**config.mk**
```make
export PLATFORM = sky130hd
export DESIGN_NAME = gtx_reset_seq_flat
export DESIGN_NICKNAME = d
export VERILOG_FILES = /design/src/rtl/gtx_reset_seq_pkg.sv /design/src/rtl/gtx_reset_seq_if.sv /design/src/rtl/gtx_reset_seq_status_sync2.sv /design/src/rtl/gtx_reset_seq.sv /design/src/flat_wrapper.sv
export SDC_FILE = /design/constraint.sdc
export NUM_CORES = 1
export LEC_CHECK = 0
export CORE_MARGIN = 2
export CORE_UTILIZATION = 49
export CTS_CLUSTER_DIAMETER = 100
export DETAILED_ROUTE_END_ITERATION = 12
export HOLD_SLACK_MARGIN = 0.08
export PLACE_DENSITY = 0.85
export RECOVER_POWER = 100
export SLEW_MARGIN = 20
export SYNTH_ARGS = -nofsm -noshare
export SYNTH_HDL_FRONTEND = slang
export SYNTH_SLANG_ARGS = --single-unit
```
**constraint.sdc**
```tcl
create_clock -name drp_clk -period 1.9 [get_ports drp_clk]
set_input_delay 0.285 -clock drp_clk [delete_from_list [all_inputs] [get_ports drp_clk]]
set_output_delay 0.285 -clock drp_clk [all_outputs]
set_load 0.05 [all_outputs]
```
**src/rtl/gtx_reset_seq_pkg.sv**
```systemverilog
// rtl/gtx_reset_seq_pkg.sv - state encodings and helpers shared by the GTX reset sequencer
package gtx_reset_seq_pkg;

    // Encodings are also decoded by the status register block; keep them stable.
    typedef enum logic [2:0] {
        ST_POWERUP  = 3'd0,
        ST_PLL_RST  = 3'd1,
        ST_PLL_WAIT = 3'd2,
        ST_GT_RST   = 3'd3,
        ST_GT_WAIT  = 3'd4,
        ST_RUN      = 3'd5
    } state_e;

    localparam int N_SYNC = 8;

    function automatic int max_int(input int a, input int b);
        return (a > b) ? a : b;
    endfunction

endpackage

```
**src/rtl/gtx_reset_seq_if.sv**
```systemverilog
// rtl/gtx_reset_seq_if.sv - control/status bundle between the reset sequencer and the GTX wrapper
interface gtx_reset_seq_if;
    logic       cpll_locked;
    logic       tx_resetdone;
    logic       rx_resetdone;
    logic       tx_fsm_resetdone;
    logic       rx_fsm_resetdone;
    logic [1:0] usr_clk_rdy;
    logic       cpll_reset;
    logic       gt_reset;

    modport master (
        input  cpll_locked, tx_resetdone, rx_resetdone,
        input  tx_fsm_resetdone, rx_fsm_resetdone, usr_clk_rdy,
        output cpll_reset, gt_reset
    );

    modport slave (
        output cpll_locked, tx_resetdone, rx_resetdone,
        output tx_fsm_resetdone, rx_fsm_resetdone, usr_clk_rdy,
        input  cpll_reset, gt_reset
    );
endinterface

```
**src/rtl/gtx_reset_seq_status_sync2.sv**
```systemverilog
// rtl/gtx_reset_seq_status_sync2.sv - parameterised-width two-flop synchroniser
module status_sync2 #(
    parameter int WIDTH = 8
) (
    input  logic             clk,
    input  logic             rst_n,
    input  logic [WIDTH-1:0] d,
    output logic [WIDTH-1:0] q
);
    (* ASYNC_REG = "TRUE" *) logic [WIDTH-1:0] meta_q;
    (* ASYNC_REG = "TRUE" *) logic [WIDTH-1:0] sync_q;
    logic [WIDTH-1:0] meta_d;
    logic [WIDTH-1:0] sync_d;

    always_comb begin
        meta_d = d;
        sync_d = meta_q;
    end

    always_ff @(posedge clk or negedge rst_n) begin
        if (!rst_n) begin
            meta_q <= '0;
            sync_q <= '0;
        end else begin
            meta_q <= meta_d;
            sync_q <= sync_d;
        end
    end

    assign q = sync_q;
endmodule

```
**src/rtl/gtx_reset_seq.sv**
```systemverilog
// rtl/gtx_reset_seq.sv - CPLL/GT reset sequencer with lock/resetdone monitoring and timed retries
module gtx_reset_seq
    import gtx_reset_seq_pkg::*;
#(
    parameter int pwrup_cyc    = 60,
    parameter int cpll_rst_cyc = 60,
    parameter int gt_rst_cyc   = 16,
    parameter int tmo_dw       = 16,
    parameter int retry_dw     = 8
) (
    input  logic                drp_clk,
    input  logic                reset_n,
    input  logic                soft_reset,
    gtx_reset_seq_if.master     gt,
    output logic                ready,
    output logic [2:0]          state_mon,
    output logic [retry_dw-1:0] retries,
    output logic                timeout_seen
);
    localparam int CNT_W = max_int(tmo_dw, max_int($clog2(pwrup_cyc),
                                   max_int($clog2(cpll_rst_cyc), $clog2(gt_rst_cyc))));

    localparam logic [CNT_W-1:0]    PWRUP_LAST = CNT_W'(pwrup_cyc - 1);
    localparam logic [CNT_W-1:0]    CPLL_LAST  = CNT_W'(cpll_rst_cyc - 1);
    localparam logic [CNT_W-1:0]    GT_LAST    = CNT_W'(gt_rst_cyc - 1);
    localparam logic [CNT_W-1:0]    TMO_LAST   = CNT_W'((64'd1 << tmo_dw) - 64'd1);
    localparam logic [CNT_W-1:0]    CNT_ONE    = CNT_W'(1);
    localparam logic [retry_dw-1:0] RETRY_ONE  = retry_dw'(1);

    logic [N_SYNC-1:0] async_in;
    logic [N_SYNC-1:0] sync_in;
    logic              soft_s;
    logic              locked_s;
    logic              all_done;

    assign async_in = {soft_reset, gt.usr_clk_rdy, gt.rx_fsm_resetdone, gt.tx_fsm_resetdone,
                       gt.rx_resetdone, gt.tx_resetdone, gt.cpll_locked};

    status_sync2 #(.WIDTH(N_SYNC)) u_sync (
        .clk   (drp_clk),
        .rst_n (reset_n),
        .d     (async_in),
        .q     (sync_in)
    );

    assign soft_s   = sync_in[7];
    assign locked_s = sync_in[0];
    assign all_done = &sync_in[6:1];

    state_e              state_q, state_d;
    logic [CNT_W-1:0]    cnt_q, cnt_d;
    logic [retry_dw-1:0] retries_q, retries_d;
    logic                timeout_seen_q, timeout_seen_d;
    logic                cpll_reset_q, cpll_reset_d;
    logic                gt_reset_q, gt_reset_d;
    logic                ready_q, ready_d;
    logic                enter;
    logic                retry_inc;
    logic                tmo_hit;

    always_ff @(posedge drp_clk or negedge reset_n) begin
        if (!reset_n) begin
            state_q        <= ST_POWERUP;
            cnt_q          <= '0;
            retries_q      <= '0;
            timeout_seen_q <= 1'b0;
            cpll_reset_q   <= 1'b0;
            gt_reset_q     <= 1'b1;
            ready_q        <= 1'b0;
        end else begin
            state_q        <= state_d;
            cnt_q          <= cnt_d;
            retries_q      <= retries_d;
            timeout_seen_q <= timeout_seen_d;
            cpll_reset_q   <= cpll_reset_d;
            gt_reset_q     <= gt_reset_d;
            ready_q        <= ready_d;
        end
    end

    // Branch order inside each wait state encodes lock loss > timeout > progress.
    always_comb begin
        state_d   = state_q;
        enter     = 1'b0;
        retry_inc = 1'b0;
        tmo_hit   = 1'b0;
        case (state_q)
            ST_POWERUP: begin
                if (cnt_q == PWRUP_LAST) begin
                    state_d = ST_PLL_RST;
                    enter   = 1'b1;
                end
            end
            ST_PLL_RST: begin
                if (cnt_q == CPLL_LAST) begin
                    state_d = ST_PLL_WAIT;
                    enter   = 1'b1;
                end
            end
            ST_PLL_WAIT: begin
                if (cnt_q == TMO_LAST) begin
                    state_d   = ST_PLL_RST;
                    enter     = 1'b1;
                    retry_inc = 1'b1;
                    tmo_hit   = 1'b1;
                end else if (locked_s) begin
                    state_d = ST_GT_RST;
                    enter   = 1'b1;
                end
            end
            ST_GT_RST: begin
                if (cnt_q == GT_LAST) begin
                    state_d = ST_GT_WAIT;
                    enter   = 1'b1;
                end
            end
            ST_GT_WAIT: begin
                if (!locked_s) begin
                    state_d   = ST_PLL_RST;
                    enter     = 1'b1;
                    retry_inc = 1'b1;
                end else if (cnt_q == TMO_LAST) begin
                    state_d   = ST_PLL_RST;
                    enter     = 1'b1;
                    retry_inc = 1'b1;
                    tmo_hit   = 1'b1;
                end else if (all_done) begin
                    state_d = ST_RUN;
                    enter   = 1'b1;
                end
            end
            ST_RUN: begin
                if (!locked_s) begin
                    state_d   = ST_PLL_RST;
                    enter     = 1'b1;
                    retry_inc = 1'b1;
                end else if (!all_done) begin
                    state_d   = ST_GT_RST;
                    enter     = 1'b1;
                    retry_inc = 1'b1;
                end
            end
            default: begin
                state_d = ST_POWERUP;
                enter   = 1'b1;
            end
        endcase

        // A held soft reset re-enters PLL_RST every cycle, pinning the counter at zero.
        if (soft_s && (state_q != ST_POWERUP) && (state_q <= ST_RUN)) begin
            state_d   = ST_PLL_RST;
            enter     = 1'b1;
            retry_inc = 1'b0;
            tmo_hit   = 1'b0;
        end
    end

    always_comb begin
        cnt_d = cnt_q;
        if (enter) begin
            cnt_d = '0;
        end else if (state_q != ST_RUN) begin
            cnt_d = cnt_q + CNT_ONE;
        end

        retries_d = retries_q;
        if (retry_inc && (retries_q != '1)) begin
            retries_d = retries_q + RETRY_ONE;
        end
        timeout_seen_d = timeout_seen_q | tmo_hit;

        cpll_reset_d = (state_d == ST_PLL_RST);
        gt_reset_d   = !((state_d == ST_GT_WAIT) || (state_d == ST_RUN));
        ready_d      = (state_d == ST_RUN);
    end

    assign gt.cpll_reset = cpll_reset_q;
    assign gt.gt_reset   = gt_reset_q;
    assign ready         = ready_q;
    assign state_mon     = state_q;
    assign retries       = retries_q;
    assign timeout_seen  = timeout_seen_q;
endmodule

```
**src/flat_wrapper.sv**
```systemverilog
// flat-port wrapper written by rule: the top's interface ports become plain ports
module gtx_reset_seq_flat import gtx_reset_seq_pkg::*;
#(
    parameter int pwrup_cyc    = 60,
    parameter int cpll_rst_cyc = 60,
    parameter int gt_rst_cyc   = 16,
    parameter int tmo_dw       = 16,
    parameter int retry_dw     = 8
)
  (drp_clk, reset_n, soft_reset, ready, state_mon, retries, timeout_seen, gt_cpll_locked, gt_tx_resetdone, gt_rx_resetdone, gt_tx_fsm_resetdone, gt_rx_fsm_resetdone, gt_usr_clk_rdy, gt_cpll_reset, gt_gt_reset);
  gtx_reset_seq_if gt_i ();
  input  logic drp_clk;
  input  logic reset_n;
  input  logic soft_reset;
  output logic ready;
  output logic [2:0] state_mon;
  output logic [retry_dw-1:0] retries;
  output logic timeout_seen;
  input wire logic [$bits(gt_i.cpll_locked)-1:0] gt_cpll_locked;
  input wire logic [$bits(gt_i.tx_resetdone)-1:0] gt_tx_resetdone;
  input wire logic [$bits(gt_i.rx_resetdone)-1:0] gt_rx_resetdone;
  input wire logic [$bits(gt_i.tx_fsm_resetdone)-1:0] gt_tx_fsm_resetdone;
  input wire logic [$bits(gt_i.rx_fsm_resetdone)-1:0] gt_rx_fsm_resetdone;
  input wire logic [$bits(gt_i.usr_clk_rdy)-1:0] gt_usr_clk_rdy;
  output wire logic [$bits(gt_i.cpll_reset)-1:0] gt_cpll_reset;
  output wire logic [$bits(gt_i.gt_reset)-1:0] gt_gt_reset;
  assign gt_i.cpll_locked = gt_cpll_locked;
  assign gt_i.tx_resetdone = gt_tx_resetdone;
  assign gt_i.rx_resetdone = gt_rx_resetdone;
  assign gt_i.tx_fsm_resetdone = gt_tx_fsm_resetdone;
  assign gt_i.rx_fsm_resetdone = gt_rx_fsm_resetdone;
  assign gt_i.usr_clk_rdy = gt_usr_clk_rdy;
  assign gt_cpll_reset = gt_i.cpll_reset;
  assign gt_gt_reset = gt_i.gt_reset;
  gtx_reset_seq #(.pwrup_cyc(pwrup_cyc), .cpll_rst_cyc(cpll_rst_cyc), .gt_rst_cyc(gt_rst_cyc), .tmo_dw(tmo_dw), .retry_dw(retry_dw)) u_core (.drp_clk(drp_clk), .reset_n(reset_n), .soft_reset(soft_reset), .gt(gt_i), .ready(ready), .state_mon(state_mon), .retries(retries), .timeout_seen(timeout_seen));
endmodule
```
=== Word-level counts from Yosys, hierarchy flattened ===
Cells that the tools add are included.

* Output and inout port bits: 15
* Word-level logic and storage cells: 68
* Input bits: 10
* Flip-flop bits (word level): 47

* Equal/unequal tests: 13
* Add/subtract/negate cells: 2
* Bitwise logic cells: 1
* Reductions and logical operators: 10
* Magnitude comparators: 1
* Muxes and demuxes: 32

{| class="wikitable"
|+ Operators by type and width
! kind !! count
|-
| $mux 3 || 11
|-
| $mux 16 || 2
|-
| $pmux 3 s6 || 1
|-
| $add 16x1->16 const B || 1
|-
| $eq 16x16->1 const B || 1
|-
| $eq 16x4->1 const B || 1
|-
| $eq 16x6->1 const B || 1
|-
| $mux 1 || 15
|-
| $eq 3x3->1 const B || 4
|-
| $add 8x1->8 const B || 1
|-
| $ne 8x8->1 const B || 1
|-
| $eq 3x1->1 const B || 2
|-
| $eq 3x2->1 const B || 2
|-
| $reduce_and 6->1 || 1
|-
| $pmux 1 s5 || 1
|-
| $le 3x3->1 const B || 1
|-
| $logic_and 1x1->1 || 3
|-
| $logic_not 3->1 || 1
|-
| $ne 3x3->1 const B || 1
|-
| $pmux 1 s3 || 1
|-
| $reduce_bool 3->1 || 1
|-
| $pmux 1 s2 || 1
|-
| $reduce_bool 2->1 || 1
|-
| $reduce_or 2->1 || 1
|-
| other kinds (3) || 3
|}

=== Logic depth before layout (Yosys ltp) ===
Gate-level depths: netlist (run 1).

* Depth after elaboration: 9
* Mapped depth: 7
* Gate-level depth less buffers: 7

=== By module ===
Synthesis (run 1) repeated with hierarchy kept, for this count alone.

* Cells, all modules: 208
* Area total of the unflattened synthesis: 2,203.4 µm²

{| class="wikitable"
|+ Modules (own cells, without submodules)
! module !! times used !! cells each !! sequential area each (µm²) !! area an instance (µm²)
|-
| gtx_reset_seq || 1 || 192 || 777.0 || 1,803.0
|-
| status_sync2 || 1 || 16 || 400.4 || 400.4
|}

=== Worst setup path after synthesis (run 1) ===
Ideal clock, no wire load.

* Path kind: register -> register
* Start point: register u_core.state_q[0] (netlist: u_core.state_mon[0])
* End point: register u_core.retries_q[1] (netlist: u_core.retries[1])
* Arrival time: 2.208 ns
* Cell stages (with the launch flop): 7
* Buffers on the path: 2
* Period minus slack after synthesis: 2.333 ns
* Path slack: -0.433 ns
* Required time: 1.775 ns
* Library setup time: 0.125 ns
* Path through: dfrtp_1 > clkbuf_1 > and3b_1 > clkbuf_1 > o31ai_1 > a21boi_2 > mux2_2

* Word-level cells in the longest chain between the ends: 5
* Elaborated cells between the ends (all ways): 10
* Those cells by class: 1 x order compare; 3 x eq/ne; 2 x mux; 4 x reduce/logical

{| class="wikitable"
|+ Ends and longest elaborated chain
! what !! RTL line !! source
|-
| start, declared || gtx_reset_seq.sv:50 || <nowiki>state_e state_q, state_d;</nowiki>
|-
| start signal, assigned || gtx_reset_seq.sv:71 || <nowiki>state_q <= state_d;</nowiki>
|-
| branches (longest 3 deep; another with $le 3x3->1) || -- ||
|-
| $mux 1 * || gtx_reset_seq.sv:150 || <nowiki>if (soft_s && (state_q != ST_POWERUP) && (state_q <= ST_RUN)) begin</nowiki>
|-
| $logic_and 1x1->1 * || gtx_reset_seq.sv:167 || <nowiki>if (retry_inc && (retries_q != '1)) begin</nowiki>
|-
| end signal, assigned || gtx_reset_seq.sv:73 || <nowiki>retries_q <= retries_d;</nowiki>
|-
| end, declared || gtx_reset_seq.sv:52 || <nowiki>logic [retry_dw-1:0] retries_q, retries_d;</nowiki>
|}

Mark *: on every way between the ends.
A chain may end at the register's enable or synchronous reset.

=== Final worst setup path (run 1) ===
* Start point: register u_core.cnt_q[6]
* End point: register u_core.ready_q (netlist: u_core.ready)

* Word-level cells in the longest chain between the ends: 6
* Elaborated cells between the ends (all ways): 12
* Those cells by class: 4 x eq/ne; 8 x mux

{| class="wikitable"
|+ Ends and longest elaborated chain
! what !! RTL line !! source
|-
| start, declared || gtx_reset_seq.sv:51 || <nowiki>logic [CNT_W-1:0] cnt_q, cnt_d;</nowiki>
|-
| start signal, assigned || gtx_reset_seq.sv:72 || <nowiki>cnt_q <= cnt_d;</nowiki>
|-
| $eq 16x16->1 || gtx_reset_seq.sv:101, gtx_reset_seq.sv:122 ||
|-
| $mux 3 || gtx_reset_seq.sv:122 || <nowiki>end else if (cnt_q == TMO_LAST) begin</nowiki>
|-
| $mux 3 || gtx_reset_seq.sv:118 || <nowiki>if (!locked_s) begin</nowiki>
|-
| $pmux 3 s6 * || gtx_reset_seq.sv:87 || <nowiki>case (state_q)</nowiki>
|-
| $mux 3 * || gtx_reset_seq.sv:150 ||
|-
| $eq 3x3->1 * || gtx_reset_seq.sv:174 || <nowiki>ready_d = (state_d == ST_RUN);</nowiki>
|-
| via u_core.ready_d || gtx_reset_seq.sv:56 || <nowiki>logic ready_q, ready_d;</nowiki>
|-
| end signal, assigned || gtx_reset_seq.sv:77 || <nowiki>ready_q <= ready_d;</nowiki>
|-
| end, declared || gtx_reset_seq.sv:56 ||
|}

The timed path passes the listed nets; every way through them passes the cells marked *.

==> results.py, run 1 <==
metrics = {
    "pwr": {
        "switching_share_pct": 18.85,
        "power_density_nw_per_um2": 647.3,
        "p_comb_share_pct": 2.1,
        "clkPwrFrac_pct": 44.6,
        "p_switching_mw": 0.3613,
        "intPower_mw": 1.556,
        "seq_power_share_pct": 53.4,
        "peakVddDrop_uv": 557.1,
        "p_leak_nw": 1.370,
    },
    "sta": {
        "period_needed_ps": 2111,
        "clock.fmax_ghz": 0.4737,
        "worst_pin_slew_ps": 1111,
        "maxSlewViolCount": 0,
        "setup-violations-final": 23,
        "finalHoldViolCount": 0,
        "tns_ps": -3165,
        "rsz0062_at_grt": "yes",
        "fin_ws_ps": -211.1,
        "slew_headroom_pct": 25.95,
        "hold_ws_ps": 351.8,
        "fin_skew_ps": 9.874,
        "finalCritPeriodShare_pct": 111.1,
    },
    "clocking": {
        "htreeDepth": 2,
        "cts_root_buf": "clkbuf_8",
        "clock_latency_ps": 300,
        "cts_sinks": 47,
        "cts_buffers": 5,
        "cts_tree": "done",
        "cts_buffer_depth": 2,
        "path_clk_slew_ps": 80,
    },
    "placed_design": {
        "io_buffers": 24,
        "hpwl_um": 3098,
        "gp_congestion": 0.8720,
    },
    "floorplanning": {
        "die_h_um": 70.10,
        "rows": 24,
        "num_io_pins": 25,
        "fp.coreArea_um2": 4294,
        "start_util_pct": 49.85,
        "dieArea_um2": 4914,
        "fp.dieW_um": 70.10,
    },
    "yosys": {
        "yosys_most_used_dff": "dfrtp_1",
        "synth_edf_count": 0,
        "ys_ff_latch": 47,
        "netlist_area_um2": 2141,
        "async_reset_ff_share_pct": 100.0,
        "yosysWarnings": 0,
        "synth_cells": 191,
        "avgSynthCellArea_um2": 11.21,
        "synth_nets": 203,
        "yosysUniqueCellTypes": 47,
        "seq_area_frac_synth_pct": 55.00,
    },
    "setup_path": {
        "cp_max_fo": 4,
        "crit_type": "flip-flop to flip-flop",
        "crit_top_cell": "or4_4",
        "crit_family": "simple AND/OR/NAND/NOR gates",
        "crit_path_cell_trace": "or4_4 > or4_4 > a32o_2 > a21oi_4 > a21oi_1",
        "cp-end-kind": "flip-flop",
        "worstPathRequired_ps": 2070,
        "max_stage_delay_ps": 560,
        "cp_num_buf_inv": 0,
        "slowest_stage": "or4_4",
        "worstPathArrival_ps": 2290,
        "cp-start-kind": "flip-flop",
    },
    "final_layout": {
        "multi_input_area_um2": 1016,
        "n_antenna_cell": 0,
        "fin_nets": 271,
        "seq_area_um2": 1180,
        "final_layout_size_suffix_gt1_share_pct": 32.69,
        "syn2layout_area_growth_pct": 38.34,
        "n_fill_cell": 299,
    },
    "grt": {
        "gr-total-overflow": 0,
        "use_met3_pct": 2.309,
        "met2_usage_pct": 31.96,
        "grt_use_met1_pct": 28.33,
        "grt_busiest_layer": "met2",
        "grt_pass1_vias": 1727,
        "grt_pass1_wl_um": 7969,
        "grt_max_degree": 48,
        "grt_antenna_before_repair": 0,
        "grt_use_total_pct": 20.02,
    },
    "worst_hold_path": {
        "worstHoldPathType": "flip-flop to flip-flop",
    },
    "drt": {
        "vias_per_cell": 5.622,
        "first_pass_iters": 4,
        "drtAntennaViolNets": 0,
        "wl_per_cell_um": 15.13,
        "wl_um": 4721,
        "drc_errors": 0,
        "vias": 1754,
        "drt_iter0_markers": 182,
    },
    "outcome": {
        "status": "finished, violations left",
        "violations": "negative setup slack",
    },
    "run": {
        "max_cap_viol_count": 0,
    },
}
-- through the flow --
stage | utilization [%] | worst slack, ps | area (um^2) | power, mW | cells
after global routing | 68.97 | -285.3 | 2962 | 1.978 | 312
after detailed placement | 63.55 | -183.9 | 2729 | 1.086 | 300
after global placement | 63.55 | -128.1 | 2729 | 1.084 | 300
after floorplan | - | -143.1 | 2158 | 1.046 | 191
after CTS | 67.60 | -195.6 | 2903 | 1.930 | 310
final | 68.97 | -211.1 | 2962 | 1.917 | 312
-- worst register-to-register path, delay by kind of cell, from the launching register on --
kind	cells	cell delay [ps]
simple gates	2	1090
compound gates	3	510
flops	1	390
-- synthesized netlist by cell type (3+ instances only) --
master    instances  area (um^2)
clkbuf_1          3        11.26
nor3_1           18        90.09
nand4_1          10        62.56
o21ai_0           5        25.02
or4_4             3        33.78
nand2_1          14        52.55
nor2_1            6        22.52
nor4_1            4        25.02
xor2_1           17        148.9
inv_1             4        15.01
dfrtp_1          46         1151
and3_1            4        25.02
nand3_1           6        30.03
xnor2_1           6        52.55
a21oi_1           7        35.03
-- placed cells by master (no fill, tap or decap), types with 6 or more instances in the layout --
| cell | synthesis | routed |
|---|---|---|
| buf_4 | 0 | 37 |
| clkdlybuf4s50_1 | 0 | 7 |
| dfrtp_1 | 46 | 44 |
| dlygate4sd3_1 | 0 | 12 |
| nand2_1 | 14 | 14 |
| nand3_1 | 6 | 6 |
| nand4_1 | 10 | 10 |
| nor2_1 | 6 | 6 |
| nor3_1 | 18 | 17 |
| xnor2_1 | 6 | 6 |
| xor2_1 | 17 | 15 |
-- final cells by class --
type | instances | share of cell area, %
clock buffer | 5 | 2.324
clock inverter | 3 | 2.281
inverter | 4 | 0.5070
multi-input combinational | 135 | 34.30
sequential | 47 | 39.84
tap | 52 | 2.197
timing repair buffer | 66 | 18.55
-- logic make-up (layout without fill, tap and decap cells) --
| group | Yosys count | after routing | synth area share, % |
|---|---|---|---|
| adders and majority gates | 2 | 2 | 1.169 |
| DFF | 47 | 47 | 55.00 |
| muxes | 2 | 2 | 0.9936 |
| buffers and inverters | 9 | 78 | 1.987 |
| xor gates and xnor gates | 23 | 23 | 9.410 |
| and+or+nand+nor | 80 | 80 | 21.45 |
| AOI/OAI and AO/OA | 28 | 28 | 9.995 |
-- registers in the layout, indices dropped and copies added, names as in the netlist --
name / flops
u_core.cnt_q: 16
u_core.gt.cpll_reset: 1
u_core.gt.gt_reset: 1
u_core.ready: 1
u_core.retries: 8
u_core.state_mon: 3
u_core.timeout_seen: 1
u_core.u_sync.meta_q: 8
u_core.u_sync.q: 8
-- repair_timing --
| action | CTS | global route |
|---|---|---|
| hold buffers | 1 | 0 |
| endpoints found under the hold margin | 4 | 0 |
| endpoints found under the setup margin | 25 | 29 |
| pin swaps | 6 | 8 |
| resized for setup | 4 | 19 |
| setup buffers | 1 | 2 |
| cloned | 0 | 0 |
-- layer usage --
| metal | up-vias | wire [um] | part of all wire, % |
|---|---|---|---|
| met2 | 58 | 2302 | 49 |
| met1 | 851 | 2109 | 45 |
| met4 | 0 | 108 | 2.3 |
| met3 | 14 | 201 | 4.3 |
| met5 | - | 0 | 0 |
| li1 | 831 | - | - |
-- path summary, 6_finish.rpt --
check / from / end / slack [ps] / cells after the start
min in group asynchronous: reset_n / u_core.retries[2]$_DFFE_PN0P_ / 820 / 3
worst max-delay path: u_core.cnt_q[6]$_DFFE_PN0P_ / u_core.ready$_DFF_PN0_ / -210 / 5
worst max register to register: u_core.cnt_q[6]$_DFFE_PN0P_ / u_core.ready$_DFF_PN0_ / -210 / 5
worst min-delay path: u_core.u_sync.meta_q[6]$_DFF_PN0_ / u_core.u_sync.q[6]$_DFF_PN0_ / 350 / 0
worst min register to register: u_core.u_sync.meta_q[6]$_DFF_PN0_ / u_core.u_sync.q[6]$_DFF_PN0_ / 350 / 0
max in group asynchronous: reset_n / u_core.state_mon[0]$_DFF_PN0_ / 330 / 3
-- power groups by stage --
| stage | combinational (mW) | sequential, mW | clock [mW] |
|---|---|---|---|
| 2_1_floorplan | 0.00480 | 1.04 | 0 |
| 3_3_place_gp | 0.0424 | 1.04 | 0 |
| 3_5_place_dp | 0.0434 | 1.04 | 0 |
| 4_1_cts | 0.0451 | 1.02 | 0.863 |
| 5_1_grt | 0.0470 | 1.02 | 0.906 |
| 6_report | 0.0397 | 1.02 | 0.854 |
Power figures use the tool's default switching activity.
==> run 2, diff against run 1 <==
--- a/config.mk
+++ b/config.mk
@@ -9,6 +9,7 @@
 export CORE_UTILIZATION = 49
 export CTS_CLUSTER_DIAMETER = 100
 export DETAILED_ROUTE_END_ITERATION = 12
+export GPL_ROUTABILITY_DRIVEN = 1
 export HOLD_SLACK_MARGIN = 0.08
 export PLACE_DENSITY = 0.85
 export RECOVER_POWER = 100
==> results of run 2 <==
The final DEF is identical to that of run 1; final timing and power are the same.
